### config.mk
export PLATFORM = sky130hd
export DESIGN_NAME = ahb_apb_bridge_n
export DESIGN_NICKNAME = d
export VERILOG_FILES = /design/src/rtl/ahb_apb_bridge_n.sv
export SDC_FILE = /design/constraint.sdc
export NUM_CORES = 1
export LEC_CHECK = 0
export ABC_AREA = 1
export BUFFER_PORTS_ARGS = -buffer_cell sky130_fd_sc_hd__buf_4
export CORE_AREA = 2 2 171 173
export CTS_BUF_LIST = sky130_fd_sc_hd__clkbuf_4
export DETAILED_ROUTE_END_ITERATION = 10
export DIE_AREA = 0 0 173 175
export GPL_ROUTABILITY_DRIVEN = 1
export SETUP_SLACK_MARGIN = 0.15
export SLEW_MARGIN = 0
export SYNTH_ARGS = -nofsm -noshare
export SYNTH_HDL_FRONTEND = slang
export SYNTH_SLANG_ARGS = --single-unit
### constraint.sdc
create_clock -name HCLK -period 4.6 [get_ports HCLK]
set_input_delay 0.92 -clock HCLK [delete_from_list [all_inputs] [get_ports HCLK]]
set_output_delay 0.92 -clock HCLK [all_outputs]
set_load 0.01 [all_outputs]
### src/rtl/ahb_apb_bridge_n.sv
// rtl/ahb_apb_bridge_n.sv - AHB-Lite to APB3/APB4 bridge with NUM_SLAVES slots and error forwarding
// Optional PREADY watchdog is built only when APB_BRIDGE_TIMEOUT_EN is defined.
module ahb_apb_bridge_n #(
    parameter int NUM_SLAVES     = 8,
    parameter int SLOT_AW        = 12,
    parameter int ADDR_WIDTH     = 16,
    parameter int TIMEOUT_CYCLES = 255
) (
    input  logic                     HCLK,
    input  logic                     HRESET,
    input  logic                     HSEL,
    input  logic [ADDR_WIDTH-1:0]    HADDR,
    input  logic [1:0]               HTRANS,
    input  logic [2:0]               HSIZE,
    input  logic                     HWRITE,
    input  logic [6:0]               HPROT,
    input  logic                     HNONSEC,
    input  logic                     HREADY,
    input  logic [31:0]              HWDATA,
    output logic                     HREADYOUT,
    output logic [31:0]              HRDATA,
    output logic                     HRESP,
    output logic [SLOT_AW-1:0]       PADDR,
    output logic [NUM_SLAVES-1:0]    PSEL,
    output logic                     PENABLE,
    output logic                     PWRITE,
    output logic [2:0]               PPROT,
    output logic [3:0]               PSTRB,
    output logic [31:0]              PWDATA,
    input  logic [NUM_SLAVES*32-1:0] PRDATA,
    input  logic [NUM_SLAVES-1:0]    PREADY,
    input  logic [NUM_SLAVES-1:0]    PSLVERR
);
    localparam int SLOT_BITS = (NUM_SLAVES > 1) ? $clog2(NUM_SLAVES) : 1;
    localparam logic [SLOT_BITS:0] SLOT_LIMIT = (SLOT_BITS + 1)'(NUM_SLAVES);

    typedef enum logic [2:0] {
        S_IDLE,
        S_WCAP,
        S_SETUP,
        S_ACCESS,
        S_ERR1,
        S_ERR2
    } state_t;

    state_t                state;
    logic [SLOT_BITS-1:0]  h_slot;
    logic                  h_slot_valid;
    logic [NUM_SLAVES-1:0] h_onehot;
    logic [3:0]            h_strb;
    logic [NUM_SLAVES-1:0] sel_q;
    logic                  slot_valid_q;
    logic [NUM_SLAVES-1:0] psel_q;
    logic                  penable_q;
    logic                  pwrite_q;
    logic [SLOT_AW-1:0]    paddr_q;
    logic [2:0]            pprot_q;
    logic [3:0]            pstrb_q;
    logic [31:0]           pwdata_q;
    logic                  pready_sel;
    logic                  pslverr_sel;
    logic [31:0]           prdata_sel;
    logic                  timed_out;
    logic                  access_ok;
    logic                  accept;
    logic                  unused_inputs;

    assign unused_inputs = ^{HADDR, HPROT, HTRANS[0]};

    generate
        if (NUM_SLAVES > 1) begin : g_slot
            assign h_slot = HADDR[SLOT_AW +: SLOT_BITS];
        end else begin : g_single
            assign h_slot = '0;
        end
    endgenerate

    assign h_slot_valid = ({1'b0, h_slot} < SLOT_LIMIT);

    always_comb begin
        h_onehot = '0;
        for (int i = 0; i < NUM_SLAVES; i++) begin
            h_onehot[i] = (h_slot == SLOT_BITS'(i));
        end
    end

    always_comb begin
        h_strb = 4'b0000;
        if (HWRITE) begin
            case (HSIZE)
                3'd0:    h_strb = 4'b0001 << HADDR[1:0];
                3'd1:    h_strb = 4'b0011 << {HADDR[1], 1'b0};
                default: h_strb = 4'b1111;
            endcase
        end
    end

    // Slot response mux is an AND-OR over the captured one-hot select
    always_comb begin
        pready_sel  = 1'b0;
        pslverr_sel = 1'b0;
        prdata_sel  = '0;
        for (int i = 0; i < NUM_SLAVES; i++) begin
            pready_sel  = pready_sel | (sel_q[i] & PREADY[i]);
            pslverr_sel = pslverr_sel | (sel_q[i] & PSLVERR[i]);
            prdata_sel  = prdata_sel | ({32{sel_q[i]}} & PRDATA[32*i +: 32]);
        end
    end

`ifdef APB_BRIDGE_TIMEOUT_EN
    localparam int TO_W = ($clog2(TIMEOUT_CYCLES + 1) > 8) ? $clog2(TIMEOUT_CYCLES + 1) : 8;
    localparam logic [TO_W-1:0] TO_LIMIT = TO_W'(TIMEOUT_CYCLES);
    localparam logic [TO_W-1:0] TO_LAST  = TO_W'(TIMEOUT_CYCLES - 1);
    localparam bit              TO_EN    = (TIMEOUT_CYCLES != 0);

    logic [TO_W-1:0] to_cnt;
    logic            to_last;

    // PSEL is withdrawn on the edge the count reaches the limit, so the abort cycle shows it low
    assign timed_out = TO_EN && (to_cnt == TO_LIMIT);
    assign to_last   = TO_EN && (to_cnt == TO_LAST);
`else
    localparam int unused_timeout_cycles = TIMEOUT_CYCLES;

    assign timed_out = 1'b0;
`endif

    assign access_ok = (state == S_ACCESS) && !timed_out && pready_sel && !pslverr_sel;
    assign accept    = HSEL && HREADY && HTRANS[1] &&
                       ((state == S_IDLE) || (state == S_ERR2) || access_ok);

    always_comb begin
        HREADYOUT = 1'b0;
        HRESP     = 1'b0;
        HRDATA    = '0;
        case (state)
            S_IDLE: HREADYOUT = 1'b1;
            S_ACCESS: begin
                HREADYOUT = access_ok;
                HRESP     = timed_out || (pready_sel && pslverr_sel);
                if (access_ok && !pwrite_q) begin
                    HRDATA = prdata_sel;
                end
            end
            S_ERR1: HRESP = 1'b1;
            S_ERR2: begin
                HREADYOUT = 1'b1;
                HRESP     = 1'b1;
            end
            default: ;
        endcase
    end

    always_ff @(posedge HCLK) begin
        if (HRESET) begin
            state        <= S_IDLE;
            sel_q        <= '0;
            slot_valid_q <= 1'b0;
            psel_q       <= '0;
            penable_q    <= 1'b0;
            pwrite_q     <= 1'b0;
            paddr_q      <= '0;
            pprot_q      <= '0;
            pstrb_q      <= '0;
            pwdata_q     <= '0;
`ifdef APB_BRIDGE_TIMEOUT_EN
            to_cnt       <= '0;
`endif
        end else begin
            if (accept) begin
                sel_q        <= h_onehot;
                slot_valid_q <= h_slot_valid;
                pwrite_q     <= HWRITE;
                paddr_q      <= {HADDR[SLOT_AW-1:2], 2'b00};
                pprot_q      <= {~HPROT[0], HNONSEC, HPROT[1]};
                pstrb_q      <= h_strb;
            end
            case (state)
                S_IDLE: begin
                    if (accept) state <= S_WCAP;
                end
                S_WCAP: begin
                    pwdata_q <= HWDATA;
`ifdef APB_BRIDGE_TIMEOUT_EN
                    to_cnt   <= '0;
`endif
                    if (slot_valid_q) begin
                        psel_q <= sel_q;
                        state  <= S_SETUP;
                    end else begin
                        state  <= S_ERR1;
                    end
                end
                S_SETUP: begin
                    penable_q <= 1'b1;
                    state     <= S_ACCESS;
                end
                S_ACCESS: begin
                    if (timed_out) begin
                        state <= S_ERR2;
                    end else if (pready_sel) begin
                        psel_q    <= '0;
                        penable_q <= 1'b0;
                        if (pslverr_sel)  state <= S_ERR2;
                        else if (accept)  state <= S_WCAP;
                        else              state <= S_IDLE;
                    end else begin
`ifdef APB_BRIDGE_TIMEOUT_EN
                        to_cnt <= to_cnt + TO_W'(1);
                        if (to_last) begin
                            psel_q    <= '0;
                            penable_q <= 1'b0;
                        end
`endif
                    end
                end
                S_ERR1: state <= S_ERR2;
                S_ERR2: state <= accept ? S_WCAP : S_IDLE;
                default: state <= S_IDLE;
            endcase
        end
    end

    assign PSEL    = psel_q;
    assign PENABLE = penable_q;
    assign PWRITE  = pwrite_q;
    assign PADDR   = paddr_q;
    assign PPROT   = pprot_q;
    assign PSTRB   = pstrb_q;
    assign PWDATA  = pwdata_q;

endmodule
* Word-level counts from Yosys, hierarchy flattened
Index checks and enable logic that the tools add are counted. Widths: inputs -> output; s select.
Word-level totals: flip-flop bits (word level) 71, bits in latches 0, RAM bits 0, bits in read-only memories 0, input port bits 338, output and inout bits 95, word-level logic and storage cells 112, memories kept 0
Cells by class: add/sub/neg operators 0, multiply operators 0, div/mod/pow operators 0, $lt $le $gt $ge 0, eq/ne operators 16, shift operators 2, muxes and demuxes 17, bitwise logic cells 46, reductions and logical operators 21
Operator list (number):
- $and 32x32->32 | 8
- $or 32x32->32 | 7
- $mux 32 | 2
- $eq 3x3->1 const B | 6
- $pmux 3 s6 | 1
- $and 1x1->1 | 16
- $mux 8 | 2
- $pmux 8 s2 | 1
- $or 1x1->1 | 14
- $eq 3x2->1 const B | 4
- $mux 3 | 4
- $eq 3x1->1 const B | 3
- $logic_not 3->1 | 3
- $pmux 4 s2 | 1
- $logic_and 1x1->1 | 7
- $ne 2x2->1 const B | 3
- $pmux 1 s2 | 3
- $mux 4 | 1
- $reduce_and 2->1 | 2
- $reduce_bool 2->1 | 2
- $reduce_or 2->1 | 2
- $shl 1x2->4 const A | 1
- $shl 2x2->4 const A | 1
- $reduce_and 3->1 | 1
- 4 further kinds | 7

* Longest topological paths before layout
Gate-level depths: netlist of run 1.
depth after elaboration 16, mapped depth 13, mapped depth without buffers 11

* Least setup slack after synthesis of run 1
OpenSTA, ideal clock, no wires.
path type input to output, start in PSLVERR[0], end out HRDATA[17], arrival 2.035 ns, data required time 3.680 ns, slack 1.645 ns, stages on the path 10, path buffers 2, cell sequence nand2_1 nand2_1 inv_1 nand2_1 nor2_2 nand3_2 or2_1 buf_6 buf_6 a31oi_1
On the way: cells in the longest elaborated chain, start to end 13
Ends and longest elaborated chain:
- from (decl) | RTL line 32 | input logic [NUM_SLAVES-1:0] PSLVERR
- $and 1x1->1 | RTL line 105 | pslverr_sel = pslverr_sel | (sel_q[i] & PSLVERR[i]);
- $or 1x1->1 (7 in a row) | RTL line 105
- $logic_not 1->1 | RTL line 128 | assign access_ok = (state == S_ACCESS) && !timed_out && pready_sel && !pslverr_sel;
- $logic_and 1x1->1 | RTL line 128
- $logic_and 1x1->1 | RTL line 141 | if (access_ok && !pwrite_q) begin
- $mux 32 | RTL line 141
- $mux 32 | RTL line 136 | case (state)
- to (decl) | RTL line 21 | output logic [31:0] HRDATA,
Every way passes these cells.

* Worst setup path in the final report of run 1
start reg sel_q[7], end out HRDATA[13]
On the way: cells in the longest elaborated chain, start to end 7, elaborated cells between the ends (all ways) 12, classes of those cells mux: 2; bitwise: 6; reduce/logical: 4
Ends and longest elaborated chain:
- from (decl) | RTL line 51 | logic [NUM_SLAVES-1:0] sel_q;
- from (signal assigned) | RTL line 171 | sel_q <= h_onehot;
- $and 1x1->1, on equally long branches | RTL line 104, 105
- $or 1x1->1, on equally long branches | RTL line 104, 105
- $logic_and 1x1->1 / $logic_not 1->1 (equally long branches) | RTL line 128
- $logic_and 1x1->1 | RTL line 128
- $logic_and 1x1->1 | RTL line 141
- $mux 32 * | RTL line 141
- $mux 32 * | RTL line 136
Mark *: on every way between the ends. The rest lies on a longest branch, timed or not.

==> results of run 1 <==
==> cells in the mapped netlist, types with 3 or more instances <==
library cell	n	area [sq um]
nand2_1	241	905
nor2_1	115	432
dfxtp_1	71	1420
o21ai_0	58	290
a221oi_1	46	403
a21oi_1	42	210
clkbuf_1	37	139
inv_1	19	71.3
nand3_1	11	55.1
nor3_1	10	50.1
buf_2	9	45.0
nand4_1	8	50.1
a31oi_1	7	43.8
a22o_1	5	43.8
buf_4	4	30.0
buf_6	4	45.0
a211oi_1	3	22.5
==> layer usage <==
| layer | up-vias | GRT usage |
|---|---|---|
| li1 | 3183 | - |
| met1 | 3040 | 0.206 |
| met4 | 4 | 0.0576 |
| met2 | 361 | 0.301 |
| met5 | - | 0 |
| met3 | 40 | 0.0494 |
==> flip-flops by register name (all words and copies together), names as in the netlist <==
name          flops
PSTRB             4
slot_valid_q      1
PSEL              8
PWDATA           32
PENABLE           1
PADDR            10
sel_q             8
state             3
PWRITE            1
PPROT             3
==> worst paths after layout <==
kind / from / endpoint / slack [ns] / cells after the start
max: sel_q[7] / HRDATA[13] / 0.66 / 9
min: PENABLE / PENABLE / 0.47 / 2
max reg2reg: sel_q[7] / PPROT[2] / 1.98 / 11
min reg2reg: PENABLE / PENABLE / 0.47 / 2
==> cell type report <==
type | instances | area [sq um]
Fill cell | 3199 | 20300
Timing Repair Buffer | 434 | 3260
Multi-Input combinational cell | 566 | 2690
Sequential cell | 71 | 1430
Tap cell | 384 | 480
Clock inverter | 6 | 86.3
Inverter | 22 | 82.6
Clock buffer | 9 | 67.6
Antenna cell | 3 | 7.51
==> per-stage QoR <==
step	hold slack [ns]	utilization	std cells	total power, mW
after detailed placement	0.456	0.280	1477	1.27
final	0.471	0.285	1495	1.71
after global routing	0.490	0.285	1494	1.82
after CTS	0.474	0.285	1492	1.75
after global placement	0.451	0.280	1477	1.27
after floorplan	0.483	-	714	0.908
==> critical path, stage by stage, from the launching register on <==
cell and delay (ns):
dfxtp_2 0.56, buf_4 0.37, nand2_1 0.08, nand2_1 0.06
nor2_1 0.05, nand2_1 0.12, nand3_2 0.09, or2_2 0.62
a41oi_1 0.43, buf_4 0.19
==> cell families after synthesis <==
logic type,synth area share
AO/OA/AOI/OAI,0.244
buffers and inverters,0.0779
flip-flops,0.319
other,0.000843
AND/OR/NAND/NOR,0.357
==> power by group through the flow <==
stage                     clock [mW]  combinational (mW)  sequential (mW)
after floorplan                    0               0.206            0.701
after global placement             0               0.567            0.703
after detailed placement           0               0.570            0.703
after CTS                      0.483               0.572            0.691
after global routing           0.503               0.620            0.697
final                          0.456               0.567            0.690
==> flow_summary.ini, run 1 <==
[synthesis]
synth-seq-area-share = 0.319
syn_area_per_cell_sq_um = 6.24
synthDistinctLibCells = 33
netlist_instances = 713
synth_edf_count = 0
yosys_register_bits = 71
yosysWarningCount = 0
syn_area_sq_um = 4450
async_flop_share = 0
ys.flop_type = dfxtp_1

[status]
outcome = completed

[routing]
drt_first_iter_violations = 418
route.detailed.wl_per_inst_um = 18.4
vias = 6628
final_antenna_net_count = 0
wl_met2_mm = 13.4
top_layer_used = met5
drtPass1Iterations = 5
drt_drc_violations_left = 0
met3WireLength_mm = 2.42
post_drt_via_cell_ratio = 4.43
wl_met1_mm = 10.9
routed_wl_mm = 27.5

[floorplanning]
die_area_sq_um = 30300
die_h_um = 175
placementRows = 62
dieWidth_um = 173
i_o_pins = 433
core_area_sq_um = 28400
initial_core_util = 0.157

[cts]
cts_htree_levels = 3
post_cts_resize_count = 0
clock_sinks = 71
tritoncts_clock_tree = built
total_setup_buffers_inserted_after_cts = 0
clock_latency_ns = 0.43
cts_buffers = 9
holdBufCountCts = 0
clock_tree.buffer_depth = 2
clock_pin_slew_on_the_worst_setup_and_hold_paths_ns = 0.12
cts_root_buffer_type = clkbuf_4

[power]
switchingPower_mw = 0.539
pwr-share-clk = 0.266
sequentialPowerShare = 0.403
cellLeakagePower_nw = 3.89
p_int_mw = 1.17
cellPowerDensity_nw_per_um2 = 212
switching_share = 0.315
power.ir.vdd_worst_uv = 162
comb_pwr_share = 0.331

[grt]
grt_antenna_before_repair = 5
grt_pass1_wl_mm = 40.3
first_global_vias = 6714
track_usage = 0.174
grt_start_max_net_pins = 54
gr_ovfl_total = 0

[sta]
f_max_ghz = 0.254
final-hold-violation-count = 0
final.setup.tns_ns = 0
setup_ws_ns = 0.660
worst_pin_slew_ns = 0.917
final.setup_skew_ns = 0.0168
min_period_over_period = 0.856
slew_headroom = 0.389
final_max_slew_viol_count = 0
period_needed_ns = 3.94
report.final.setup_viol = 0
grt_setup_unrepaired = false

[placement]
place_worst_setup_slack_ns = 0.739
placement.io_buffers = 423
dpl_cell_area_sq_um = 7940
place.detailed.hpwl_mm = 21.7
gp_routability_congestion = 0.915

[final_layout]
drive_gt1_frac = 0.426
num-nets-final = 1442
area.growth.synth_to_final_pct = 82.0
layout.cells.most_common = buf_4
postLayoutCellArea_sq_um = 8100
layout.cells.most_common_list = buf_4 (434), nand2_1 (241), nor2_1 (115)

[critical_path]
worst-setup-path-type = flop to primary output
worst_setup_path_start_kind = flop
critical_path_required_ns = 3.68
cp-end-kind = primary output
path_max_fanout = 32
worst_ep_arrival_time_ns = 3.02

[flow_run]
max_cap_violations = 0

[min_path]
hold_path_class = flop to flop
Note: power is estimated with default switching activity, not from simulation.
==> run 2, diff against run 1 <==
--- a/config.mk
+++ b/config.mk
@@ -7,10 +7,10 @@
 export LEC_CHECK = 0
 export ABC_AREA = 1
 export BUFFER_PORTS_ARGS = -buffer_cell sky130_fd_sc_hd__buf_4
-export CORE_AREA = 2 2 171 173
+export CORE_AREA = 2 2 167 169
 export CTS_BUF_LIST = sky130_fd_sc_hd__clkbuf_4
 export DETAILED_ROUTE_END_ITERATION = 10
-export DIE_AREA = 0 0 173 175
+export DIE_AREA = 0 0 169 171
 export GPL_ROUTABILITY_DRIVEN = 1
 export SETUP_SLACK_MARGIN = 0.15
 export SLEW_MARGIN = 0
==> constraint.sdc (replaced) <==
create_clock -name HCLK -period 3.6 [get_ports HCLK]
set_input_delay 0.72 -clock HCLK [delete_from_list [all_inputs] [get_ports HCLK]]
set_output_delay 0.72 -clock HCLK [all_outputs]
set_load 0.01 [all_outputs]
==> run 2 against run 1 <==
Against the previous run:
- wire length down 3.4%
- total power up 24%
- worst setup slack worse by 0.28 ns
- core utilization up 1.1 points
- die area down 4.5%
- combinational power up 29%
- clock skew down 0.0027 ns
- highest routed layer unchanged
- critical endpoint unchanged
==> flow_summary.ini, run 2 (synthesis gave the netlist of run 1 again) <==
[status]
outcome = completed

[grt]
gr_ovfl_total = 0
grt_use_met3 = 0.0514
first_global_vias = 6301
grt.met2_usage = 0.303
grt_antenna_before_repair = 6
grt_start_max_net_pins = 35
busiest_layer = met2
gr-usage-met1 = 0.201
grt_pass1_wl_mm = 37.5
track_usage = 0.171

[final_layout]
layout.cells.most_common_list = buf_4 (441), nand2_1 (241), nor2_1 (115)
area.growth.synth_to_final_pct = 81.9
drive_gt1_frac = 0.430
num-nets-final = 1449
largest_register_ffs = 32
postLayoutCellArea_sq_um = 8090
layout.cells.most_common = buf_4

[cts]
total_setup_buffers_inserted_after_cts = 0
holdBufCountCts = 0
clock_latency_ns = 0.42
post_cts_resize_count = 1
tritoncts_clock_tree = built
cts_htree_levels = 3
clock_pin_slew_on_the_worst_setup_and_hold_paths_ns = 0.12
cts_root_buffer_type = clkbuf_4
clock_tree.buffer_depth = 2
cts_buffers = 9
clock_sinks = 71

[critical_path]
worst_ep_arrival_time_ns = 2.50
reg2reg_slack_ns = 1.61
worst_setup_path_start_kind = flop
r2r_cells = 12
worst-setup-path-type = flop to primary output
cp-end-kind = primary output
path_cells = nand2_1 > nand2_1 > inv_1 > nand2_1 > nor2_2 > nand3_2 > or2_4 > a41oi_1 > buf_4
path_max_fanout = 29
crit_top_cell = nand2_1
crit_slowest_cell = dfxtp_2
critical_path_required_ns = 2.88
r2r_start = sel_q[1]
critPathMaxStageDelay_ns = 0.43
r2r_end = PSTRB[2]

[floorplanning]
die_h_um = 171
core_area_sq_um = 27300
placementRows = 61
i_o_pins = 433
initial_core_util = 0.163
dieWidth_um = 169
die_area_sq_um = 28900

[sta]
slew_headroom = 0.543
f_max_ghz = 0.311
final.setup_skew_ns = 0.0141
final.setup.tns_ns = 0
period_needed_ns = 3.22
report.final.setup_viol = 0
setup_ws_ns = 0.384
grt_setup_unrepaired = false
final.hold.worst_slack_ns = 0.470
min_period_over_period = 0.893
worst_pin_slew_ns = 0.684
final_max_slew_viol_count = 0
final-hold-violation-count = 0

[placement]
placement.io_buffers = 423
gp_routability_congestion = 0.876
dpl_cell_area_sq_um = 7940
place.detailed.hpwl_mm = 21.4
place_worst_setup_slack_ns = 0.177

[routing]
post_drt_via_cell_ratio = 4.44
drtPass1Iterations = 5
drt_drc_violations_left = 0
vias = 6512
route.detailed.wl_per_inst_um = 18.1
drt_first_iter_violations = 367
final_antenna_net_count = 0
routed_wl_mm = 26.5

[power]
power.ir.vdd_worst_uv = 185
cellLeakagePower_nw = 3.92
cellPowerDensity_nw_per_um2 = 263
power_mw = 2.13

[min_path]
hold_path_startpoint = PSEL[6]
hold_path_class = flop to flop
min_to = PSEL[6]
whs_path_depth = 2

[flow_run]
max_cap_violations = 0
==> run 2: worst max-delay path by stage <==
stage	from	end	slack, ns
3_3_place_gp	PSLVERR[1]	HRDATA[13]	0.20
3_5_place_dp	PSLVERR[0]	HRDATA[13]	0.18
5_1_grt	sel_q[1]	HRDATA[13]	0.17
4_1_cts	sel_q[1]	HRDATA[13]	0.30
2_1_floorplan	PSLVERR[0]	HRDATA[17]	1.04
6_report	sel_q[1]	HRDATA[13]	0.38
==> run 2: power breakdown <==
group          leakage, nW  internal (mW)  switching, mW
logic                 3.26          0.389          0.343
registers            0.582          0.838         0.0379
clock network       0.0762          0.217          0.301
==> run 2: layer usage <==
| metal | wire length (um) | vias to the layer above |
|---|---|---|
| met3 | 2560 | 28 |
| met4 | 513 | 2 |
| li1 | - | 3197 |
| met2 | 13200 | 326 |
| met1 | 10200 | 2959 |
| met5 | 9 | - |
==> run 2: critical path: cells and delay by family (launching register included) <==
kind	cells	cell delay (ns)
AO/OA/AOI/OAI	1	0.39
flip-flops	1	0.43
buffers and inverters	2	0.23
AND/OR/NAND/NOR	6	1.01
==> run 2: cell type report <==
| cell class | count | area, sq um |
|---|---|---|
| multi-input combinational | 566 | 2690 |
| inverter | 22 | 82.6 |
| antenna | 5 | 12.5 |
| fill | 3070 | 19200 |
| tap | 346 | 433 |
| clock buffer | 10 | 75.1 |
| timing repair buffer | 441 | 3310 |
| sequential | 71 | 1430 |
| clock inverter | 6 | 61.3 |
==> run 2: stage by stage <==
step | instances | utilization
floorplan | 714 | -
global placement | 1446 | 0.291
detailed placement | 1446 | 0.291
CTS | 1462 | 0.296
global route | 1465 | 0.296
finish | 1467 | 0.296
